`src/rtl/eth_notify_tx.sv`:
```
// eth_notify_tx: turns one {key, flag} lookup result into a fixed 60-byte UDP/IPv4
// notification frame on a 64-bit AXI-Stream master (byte k of a beat on tdata[8k+7:8k]).
//
// Ports:
//   clk156, eth_rst_n         clock, asynchronous active-low reset
//   req_valid/req_ready       request handshake; ready only while idle
//   req_key, req_flag         key (MSB first on the wire) and 4-bit DB flag
//   m_axis_t*                 AXIS master; 8 beats, last beat keeps 4 bytes
//   busy                      high whenever not idle
//   frame_cnt                 completed frames, wraps at 16 bits
module eth_notify_tx #(
  parameter int unsigned KEY_SIZE   = 96,
  parameter logic [47:0] SRC_MAC    = 48'h001122334455,
  parameter logic [47:0] DST_MAC    = 48'h90e2ba5d91d1,
  parameter logic [31:0] SRC_IP     = 32'hc0a80164,
  parameter logic [31:0] DST_IP     = 32'hc0a80162,
  parameter logic [15:0] SRC_PORT   = 16'd12345,
  parameter logic [15:0] DST_PORT   = 16'd12346,
  parameter int unsigned GAP_CYCLES = 4
) (
  input  logic                clk156,
  input  logic                eth_rst_n,
  input  logic                req_valid,
  output logic                req_ready,
  input  logic [KEY_SIZE-1:0] req_key,
  input  logic [3:0]          req_flag,
  input  logic                m_axis_tready,
  output logic                m_axis_tvalid,
  output logic [63:0]         m_axis_tdata,
  output logic [7:0]          m_axis_tkeep,
  output logic                m_axis_tlast,
  output logic                m_axis_tuser,
  output logic                busy,
  output logic [15:0]         frame_cnt
);

  typedef enum logic [2:0] {StIdle, StCsum1, StCsum2, StSend, StGap} state_e;

  localparam logic [15:0] GapLast = (GAP_CYCLES > 0) ? 16'(GAP_CYCLES - 1) : 16'd0;

  state_e                state_q;
  logic [KEY_SIZE-1:0]   key_q;
  logic [3:0]            flag_q;
  logic [15:0]           id_q;       // ID for the next frame
  logic [15:0]           id_lat_q;   // ID of the frame in flight
  logic [31:0]           sum_q;
  logic [15:0]           csum_q;
  logic [2:0]            beat_q;
  logic [15:0]           gap_cnt_q;
  logic [15:0]           frame_cnt_q;
  logic                  req_ready_q;
  logic                  tvalid_q;
  logic                  tlast_q;
  logic [7:0]            tkeep_q;
  logic [63:0]           tdata_q;

  // Whole frame, network order, byte 0 in the top bits; padded to 64 bytes with zeros.
  logic [511:0] frame;
  assign frame = {DST_MAC, SRC_MAC, 16'h0800,
                  16'h4500, 16'd46, id_lat_q, 16'h4000, 16'h4011, csum_q, SRC_IP, DST_IP,
                  SRC_PORT, DST_PORT, 16'd26, 16'h0000,
                  key_q, 4'h0, flag_q, 72'h0};

  // IPv4 header one's-complement sum with the checksum field taken as zero.
  logic [31:0] hdr_sum;
  assign hdr_sum = 32'h4500 + 32'd46 + {16'h0, id_lat_q} + 32'h4000 + 32'h4011
                 + {16'h0, SRC_IP[31:16]} + {16'h0, SRC_IP[15:0]}
                 + {16'h0, DST_IP[31:16]} + {16'h0, DST_IP[15:0]};

  // Ten 16-bit words cannot exceed 20 bits, so two folds always clear the carry.
  logic [16:0] fold1;
  logic [15:0] fold2;
  assign fold1 = {1'b0, sum_q[15:0]} + {1'b0, sum_q[31:16]};
  assign fold2 = fold1[15:0] + {15'h0, fold1[16]};

  // Beat to present after the next edge: 0 when entering SEND, else the following beat.
  logic [2:0]  nxt_beat;
  logic [63:0] beats_be [8];
  logic [63:0] nxt_be;
  logic [63:0] nxt_data;
  logic [7:0]  nxt_keep;

  assign nxt_beat = (state_q == StSend) ? beat_q + 3'd1 : 3'd0;

  for (genvar b = 0; b < 8; b++) begin : g_beats
    assign beats_be[b] = frame[511 - 64*b -: 64];
  end

  assign nxt_be = beats_be[nxt_beat];

  // First wire byte goes to lane 0.
  for (genvar j = 0; j < 8; j++) begin : g_lanes
    assign nxt_data[8*j +: 8] = nxt_be[63 - 8*j -: 8];
  end

  assign nxt_keep = (nxt_beat == 3'd7) ? 8'h0F : 8'hFF;

  always_ff @(posedge clk156 or negedge eth_rst_n) begin
    if (!eth_rst_n) begin
      state_q     <= StIdle;
      key_q       <= '0;
      flag_q      <= '0;
      id_q        <= '0;
      id_lat_q    <= '0;
      sum_q       <= '0;
      csum_q      <= '0;
      beat_q      <= '0;
      gap_cnt_q   <= '0;
      frame_cnt_q <= '0;
      req_ready_q <= 1'b0;
      tvalid_q    <= 1'b0;
      tlast_q     <= 1'b0;
      tkeep_q     <= '0;
      tdata_q     <= '0;
    end else begin
      unique case (state_q)
        StIdle: begin
          if (req_valid && req_ready_q) begin
            key_q       <= req_key;
            flag_q      <= req_flag;
            id_lat_q    <= id_q;
            req_ready_q <= 1'b0;
            state_q     <= StCsum1;
          end else begin
            // Ready rises on the first edge after reset release.
            req_ready_q <= 1'b1;
          end
        end
        StCsum1: begin
          sum_q   <= hdr_sum;
          state_q <= StCsum2;
        end
        StCsum2: begin
          // Beat 0 holds only MAC addresses, so the old csum_q in frame is harmless here.
          csum_q   <= ~fold2;
          beat_q   <= 3'd0;
          tvalid_q <= 1'b1;
          tdata_q  <= nxt_data;
          tkeep_q  <= nxt_keep;
          tlast_q  <= 1'b0;
          state_q  <= StSend;
        end
        StSend: begin
          if (m_axis_tready) begin
            if (beat_q == 3'd7) begin
              tvalid_q    <= 1'b0;
              tlast_q     <= 1'b0;
              tkeep_q     <= '0;
              tdata_q     <= '0;
              frame_cnt_q <= frame_cnt_q + 16'd1;
              id_q        <= id_q + 16'd1;
              if (GAP_CYCLES == 0) begin
                req_ready_q <= 1'b1;
                state_q     <= StIdle;
              end else begin
                gap_cnt_q <= GapLast;
                state_q   <= StGap;
              end
            end else begin
              beat_q  <= nxt_beat;
              tdata_q <= nxt_data;
              tkeep_q <= nxt_keep;
              tlast_q <= (nxt_beat == 3'd7);
            end
          end
        end
        StGap: begin
          if (gap_cnt_q == 16'd0) begin
            req_ready_q <= 1'b1;
            state_q     <= StIdle;
          end else begin
            gap_cnt_q <= gap_cnt_q - 16'd1;
          end
        end
        default: state_q <= StIdle;
      endcase
    end
  end

  assign req_ready     = req_ready_q;
  assign m_axis_tvalid = tvalid_q;
  assign m_axis_tdata  = tdata_q;
  assign m_axis_tkeep  = tkeep_q;
  assign m_axis_tlast  = tlast_q;
  assign m_axis_tuser  = 1'b0;
  assign busy          = (state_q != StIdle);
  assign frame_cnt     = frame_cnt_q;

endmodule

```
`config.mk`:
```
export PLATFORM = sky130hd
export DESIGN_NAME = eth_notify_tx
export DESIGN_NICKNAME = d
export VERILOG_FILES = /design/src/rtl/eth_notify_tx.sv
export SDC_FILE = /design/constraint.sdc
export NUM_CORES = 1
export LEC_CHECK = 0
export CAP_MARGIN = 20
export CORE_MARGIN = 2
export CORE_UTILIZATION = 58
export DETAILED_ROUTE_END_ITERATION = 12
export PLACE_DENSITY = 0.83
export REMOVE_ABC_BUFFERS = 1
export SLEW_MARGIN = 20
export SYNTH_ARGS = -nofsm -noshare
export SYNTH_HDL_FRONTEND = slang
export SYNTH_SLANG_ARGS = --single-unit
```
`constraint.sdc`:
```
create_clock -name clk156 -period 5.1 [get_ports clk156]
set_input_delay 0.51 -clock clk156 [delete_from_list [all_inputs] [get_ports clk156]]
set_output_delay 0.51 -clock clk156 [all_outputs]
set_load 0.05 [all_outputs]
```
# --- After elaboration in Yosys (flattened, before gate mapping) ---
# Cells that the tools add are included.
op_classes:
  div: 0
  n_eq_ne: 12
  n_reduce_logical: 15
  mux: 32
  shift: 0
  n_mul: 0
  n_lt_le_gt_ge: 1
  n_bitwise: 2
  n_addsub: 13
ops:
  columns: ["op", "n"]
  rows:
  - ["$mux 64", 4]
  - ["$bmux 64 s3", 1]
  - ["$pmux 64 s2", 1]
  - ["$mux 16", 3]
  - ["$add 16x1->16 const B", 2]
  - ["$pmux 16 s2", 1]
  - ["$mux 8", 3]
  - ["$add 22x9->23 const B", 1]
  - ["$add 21x16->22 const B", 1]
  - ["$add 20x9->21 const B", 1]
  - ["$mux 3", 7]
  - ["$add 19x16->20 const B", 1]
  - ["$add 18x15->19 const B", 1]
  - ["$add 17x15->18 const B", 1]
  - ["$add 15x16->17 const A", 1]
  - ["$add 16x16->17", 1]
  - ["$add 16x1->16", 1]
  - ["$logic_not 16->1", 1]
  - ["$not 16->16", 1]
  - ["$pmux 8 s2", 1]
  - ["$sub 16x1->16 const B", 1]
  - ["$pmux 3 s5", 1]
  - ["$ne 2x2->1 const B", 5]
  - ["$eq 3x3->1 const B", 3]
  - ["other kinds (16)", 31]
word_totals:
  ram_bits: 0
  latchBits: 0
  mem_count: 0
  elab_cells: 90
  romBits: 0
  reg_bits: 293

# --- Logic depth before layout (Yosys ltp) ---
logic_depth:
  word_depth: 9
  ltp_mapped: 12

# --- Worst setup path after synthesis ---
# Ideal clock, no wire load.
synth_timing:
  path_kind: "register to register"
  startpoint: "register sum_q[0]"
  endpoint: "register csum_q[12]"
  slack_ps: 1874
  arrival_time_ps: 3099
  stages_incl_launch_ff: 13
  synth_period_minus_slack_ps: 3226
  path_cell_list: "dfrtp_1 ha_1 fa_1 nand3_1 or4_1 nor2_1 ha_1 ha_1 nand2_1 a2111o_1 nor4_1 mux2i_1 nand3_1"
synth_between:
  elab_chain_len: 3
synth_rtl:
  columns: ["item", "line", "source"]
  rows:
  - ["from (decl)", "46", "logic [31:0] sum_q;"]
  - ["from (signal assigned)", "130", "sum_q <= hdr_sum;"]
  - ["$add 16x16->17", "73", "assign fold1 = {1'b0, sum_q[15:0]} + {1'b0, sum_q[31:16]};"]
  - ["$add 16x1->16", "74", "assign fold2 = fold1[15:0] + {15'h0, fold1[16]};"]
  - ["$not 16->16", "135", "csum_q <= ~fold2;"]
  - ["to (signal assigned)", "135", null]
  - ["to (decl)", "47", "logic [15:0] csum_q;"]
# Every way passes these cells.
# A chain may end at the register's enable or synchronous reset.

# --- Worst setup path after layout ---
layout_timing:
  startpoint: "register sum_q[0]"
  endpoint: "register csum_q[8]"
# The elaborated chain is that of the path after synthesis.

==> report_table.html <==
<table>
<tr><th>Metric</th><th>Value</th></tr>
<tr><th colspan="2">Global route</th></tr>
<tr><td>Number of global-route vias before repair</td><td>slightly below 10000</td></tr>
<tr><td>Largest net degree at the start of global routing</td><td>about 120</td></tr>
<tr><td>Overall global routing resource usage</td><td>between 20% and 30%</td></tr>
<tr><td>Antenna violations before repair</td><td>1</td></tr>
<tr><td>First-pass GRT wire length</td><td>51.8 mm</td></tr>
<tr><td>Sum of overflow across all layers after global routing</td><td>0</td></tr>
<tr><th colspan="2">Critical path</th></tr>
<tr><td>Critical path launch point type</td><td>flop</td></tr>
<tr><td>Critical path peak fanout</td><td>6</td></tr>
<tr><td>Worst EP arrival</td><td>4.07 ns</td></tr>
<tr><td>Crit. End Element</td><td>flop</td></tr>
<tr><td>CP required</td><td>around 5.5 ns</td></tr>
<tr><td>Critical Setup Path Class</td><td>flop to flop</td></tr>
<tr><th colspan="2">Clocking</th></tr>
<tr><td>Setup repair bufs after CTS</td><td>0</td></tr>
<tr><td>TritonCTS clock tree</td><td>yes</td></tr>
<tr><td>Insertion delay to the later sink of the worst-skew pair</td><td>0.54 ns</td></tr>
<tr><td>Maximum level of the CTS H-tree</td><td>1</td></tr>
<tr><td>Clock-pin slew on the worst setup and hold paths</td><td>0.06 ns</td></tr>
<tr><td>Post-cts repair resize count</td><td>0</td></tr>
<tr><td>Cell at the root of the clock tree</td><td>sky130_fd_sc_hd__clkbuf_16</td></tr>
<tr><td>Number of buffers on the longest clock path</td><td>3</td></tr>
<tr><td>Clock buffer count from CTS</td><td>28</td></tr>
<tr><td>Clock sink count</td><td>273</td></tr>
<tr><th colspan="2">Routing</th></tr>
<tr><td>DRC violation count after routing</td><td>0</td></tr>
<tr><td>Detail-routed net length per standard cell</td><td>19.8 um</td></tr>
<tr><td>Detailed-router iteration count before antenna repair</td><td>5</td></tr>
<tr><td>Post-route antenna net violation count</td><td>0</td></tr>
<tr><td>First DRT Iteration DRCs</td><td>727</td></tr>
<tr><td>WL final</td><td>~32 mm</td></tr>
<tr><td>Count of vias placed by the detailed router</td><td>roughly 9900</td></tr>
<tr><td>Number of vias per cell after detailed routing</td><td>6.03</td></tr>
<tr><th colspan="2">Hold path</th></tr>
<tr><td>Type of the most critical hold path</td><td>flop to flop</td></tr>
<tr><th colspan="2">Synthesis</th></tr>
<tr><td>Share of synthesized flip-flops with an asynchronous set or reset</td><td>100%</td></tr>
<tr><td>Synth top cells by count</td><td>sky130_fd_sc_hd__dfrtp_1, sky130_fd_sc_hd__nand2_1, sky130_fd_sc_hd__mux2_2, sky130_fd_sc_hd__o21ai_0, sky130_fd_sc_hd__nor2_1</td></tr>
<tr><td>Sequential area share after synthesis</td><td>54.1%</td></tr>
<tr><td>Post-Synthesis Cells</td><td>1171</td></tr>
<tr><td>Number of storage elements in the synthesis netlist</td><td>273</td></tr>
<tr><td>YS warnings</td><td>0</td></tr>
<tr><td>Most used DFF post-synth</td><td>sky130_fd_sc_hd__dfrtp_1</td></tr>
<tr><td>Post-synthesis cell type with the largest combined area</td><td>sky130_fd_sc_hd__dfrtp_1</td></tr>
<tr><td>Syn Area/Cell</td><td>10.8 um^2</td></tr>
<tr><td>Top-count cell post-synth</td><td>sky130_fd_sc_hd__dfrtp_1</td></tr>
<tr><td>Netlist cell types</td><td>67</td></tr>
<tr><td>Largest cells by area after synthesis</td><td>sky130_fd_sc_hd__dfrtp_1, sky130_fd_sc_hd__mux2_2, sky130_fd_sc_hd__nand2_1</td></tr>
<tr><td>Number of enable-type register cells in the synthesized netlist</td><td>0</td></tr>
<tr><td>Top-area cell type share of the netlist area</td><td>54.1%</td></tr>
<tr><td>Post-Synthesis Cell Area</td><td>approximately 13000 um^2</td></tr>
<tr><th colspan="2">Layout</th></tr>
<tr><td>Share of cells above drive strength 1</td><td>14.0%</td></tr>
<tr><td>Layout area overhead</td><td>25.2%</td></tr>
<tr><td>Design Area, Final</td><td>15800 um^2</td></tr>
<tr><td>Net total in the final layout</td><td>1464</td></tr>
<tr><td>End-of-flow core utilization</td><td>~74%</td></tr>
<tr><th colspan="2">Power</th></tr>
<tr><td>Internal power</td><td>5.39 mW</td></tr>
<tr><td>Switching power</td><td>3.91 mW</td></tr>
<tr><td>Power density over the cells</td><td>around 600 nW/um^2</td></tr>
<tr><td>Clock Power Share</td><td>23.3%</td></tr>
<tr><td>Static power due to leakage</td><td>7.19 nW</td></tr>
<tr><td>Proportion of power drawn by combinational gates</td><td>between 40% and 50%</td></tr>
<tr><td>Relative contribution of sequential cells to total power</td><td>between 30% and 40%</td></tr>
<tr><td>Switching Fraction</td><td>42.1%</td></tr>
<tr><td>Worst vdd ir</td><td>about 0.38 mV</td></tr>
<tr><th colspan="2">Flow run</th></tr>
<tr><td>Max-cap violations</td><td>0</td></tr>
<tr><th colspan="2">Placement</th></tr>
<tr><td>Total placed instance area</td><td>roughly 15000 um^2</td></tr>
<tr><td>Buffers on Ports</td><td>195</td></tr>
<tr><td>Routability congestion estimate from global placement</td><td>0.927</td></tr>
<tr><td>Half-perimeter wire length after placement</td><td>22.0 mm</td></tr>
<tr><th colspan="2">STA</th></tr>
<tr><td>Maximum clock rate</td><td>272 MHz</td></tr>
<tr><td>Final hold slack</td><td>~0.47 ns</td></tr>
<tr><td>Share of the cycle needed by the critical path after routing</td><td>72.0%</td></tr>
<tr><td>Worst slew margin relative to its limit</td><td>27.7%</td></tr>
<tr><td>Shortest clock period the worst path allows after layout</td><td>3.67 ns</td></tr>
<tr><td>Setup repair after global routing missed its margin</td><td>no</td></tr>
<tr><td>Tightest Pin Transition</td><td>between 1 and 1.5 ns</td></tr>
<tr><td>Final hold violations</td><td>0</td></tr>
<tr><td>Final number of setup-violating endpoints</td><td>0</td></tr>
<tr><td>Total Negative Setup Slacks</td><td>0 ns</td></tr>
<tr><td>Total count of max-transition violations in the final report</td><td>0</td></tr>
<tr><td>Final setup skew</td><td>around 0.0094 ns</td></tr>
<tr><th colspan="2">Die</th></tr>
<tr><td>IO Pins</td><td>197</td></tr>
<tr><td>Std-Cell Core Area</td><td>between 20000 and 25000 um^2</td></tr>
<tr><td>Die extent in x</td><td>152 um</td></tr>
<tr><td>Height of the chip</td><td>152 um</td></tr>
<tr><td>Die footprint</td><td>23000 um^2</td></tr>
<tr><td>Floorplan row count</td><td>53</td></tr>
<tr><td>Effective utilization at floorplan</td><td>slightly below 60%</td></tr>
<tr><th colspan="2">Run status</th></tr>
<tr><td>Run status</td><td>complete, no violations</td></tr>
</table>
==> critical path, cell delays in order, from the launching register on <==
cell	delay (ns)
sky130_fd_sc_hd__dfrtp_1	0.35
sky130_fd_sc_hd__ha_1	0.26
sky130_fd_sc_hd__fa_1	0.34
sky130_fd_sc_hd__nand3_1	0.19
sky130_fd_sc_hd__or4_1	0.57
sky130_fd_sc_hd__nor2_1	0.15
sky130_fd_sc_hd__ha_1	0.17
sky130_fd_sc_hd__ha_1	0.18
sky130_fd_sc_hd__nand2_1	0.08
sky130_fd_sc_hd__a2111o_1	0.37
sky130_fd_sc_hd__or2_2	0.31
sky130_fd_sc_hd__a2111oi_0	0.41
sky130_fd_sc_hd__o21ai_0	0.14
==> per-layer routing <==
layer	vias up	routed length, um	GRT usage, %
met5	-	15	0
met4	2	1240	10.8
met3	88	2540	5.36
met2	416	15200	45.7
met1	4886	13500	39.3
li1	4502	-	-
==> power by group through the flow <==
| stage | clock network (mW) | registers, mW | logic, mW |
|---|---|---|---|
| CTS | 2.19 | 3.16 | 3.95 |
| floorplan | 0 | 3.90 | 1.71 |
| detailed placement | 0 | 3.19 | 3.89 |
| finish | 2.17 | 3.17 | 3.97 |
| global placement | 0 | 3.16 | 3.81 |
| global route | 2.29 | 3.24 | 4.28 |
==> registers in the layout, summed over array words and instances (netlist names), 2 cells and up <==
| name | flops |
|---|---|
| beat_q | 3 |
| m_axis_tdata | 64 |
| m_axis_tkeep | 2 |
| key_q | 96 |
| frame_cnt | 16 |
| state_q | 3 |
| flag_q | 4 |
| id_lat_q | 16 |
| id_q | 16 |
| csum_q | 16 |
| gap_cnt_q | 16 |
| sum_q | 18 |
==> cell families after synthesis <==
family	Yosys count	share of synthesized area [%]
and+or+nand+nor	337	12.6
DFF	273	54.1
AOI/OAI and AO/OA	265	13.6
other	1	0.0297
xor gates and xnor gates	69	4.79
buffers and inverters	95	3.06
adders and majority gates	16	1.65
muxes	115	10.2
==> final cells by class <==
cell class	instances	area, um^2
Clock inverter	8	115
Sequential cell	273	6830
Timing Repair Buffer	211	2090
Inverter	27	101
Tap cell	275	344
Antenna cell	2	5.00
Fill cell	1418	5420
Clock buffer	43	878
Multi-Input combinational cell	803	5430
==> timing repair <==
| item | in CTS | in global routing |
|---|---|---|
| setup endpoints to repair | 0 | 0 |
| hold buffers | 1 | 0 |
| endpoints found under the hold margin | 49 | 0 |
==> path summary, 6_finish.rpt <==
check	slack [ns]	startpoint	endpoint	cells past startpoint
min	0.47	frame_cnt[15]	frame_cnt[15]	1
min reg2reg	0.47	frame_cnt[15]	frame_cnt[15]	1
min in group asynchronous	0.56	eth_rst_n	key_q[36]	2
max	1.43	sum_q[0]	csum_q[8]	12
max in group asynchronous	3.23	eth_rst_n	key_q[51]	3
max reg2reg	1.43	sum_q[0]	csum_q[8]	12
==> cell usage in the layout (no fill, tap or decap), types with 29 or more instances in the layout <==
cell type,instances
sky130_fd_sc_hd__nand2_1,139
sky130_fd_sc_hd__mux2_2,112
sky130_fd_sc_hd__clkbuf_16,29
sky130_fd_sc_hd__a21oi_1,46
sky130_fd_sc_hd__dfrtp_1,273
sky130_fd_sc_hd__o21ai_0,104
sky130_fd_sc_hd__nor2_1,69
sky130_fd_sc_hd__nand3_1,32
sky130_fd_sc_hd__xnor2_1,47
sky130_fd_sc_hd__clkdlybuf4s50_1,194
==> through the flow <==
step                cells  total power [mW]  worst slack (ns)
detailed placement   1588              7.08              1.46
floorplan            1103              5.61             -1.76
global route         1640              9.81              1.07
finish               1642              9.30              1.43
global placement     1588              6.97              1.65
CTS                  1640              9.29              1.44
(Power assumes the default switching activity.)
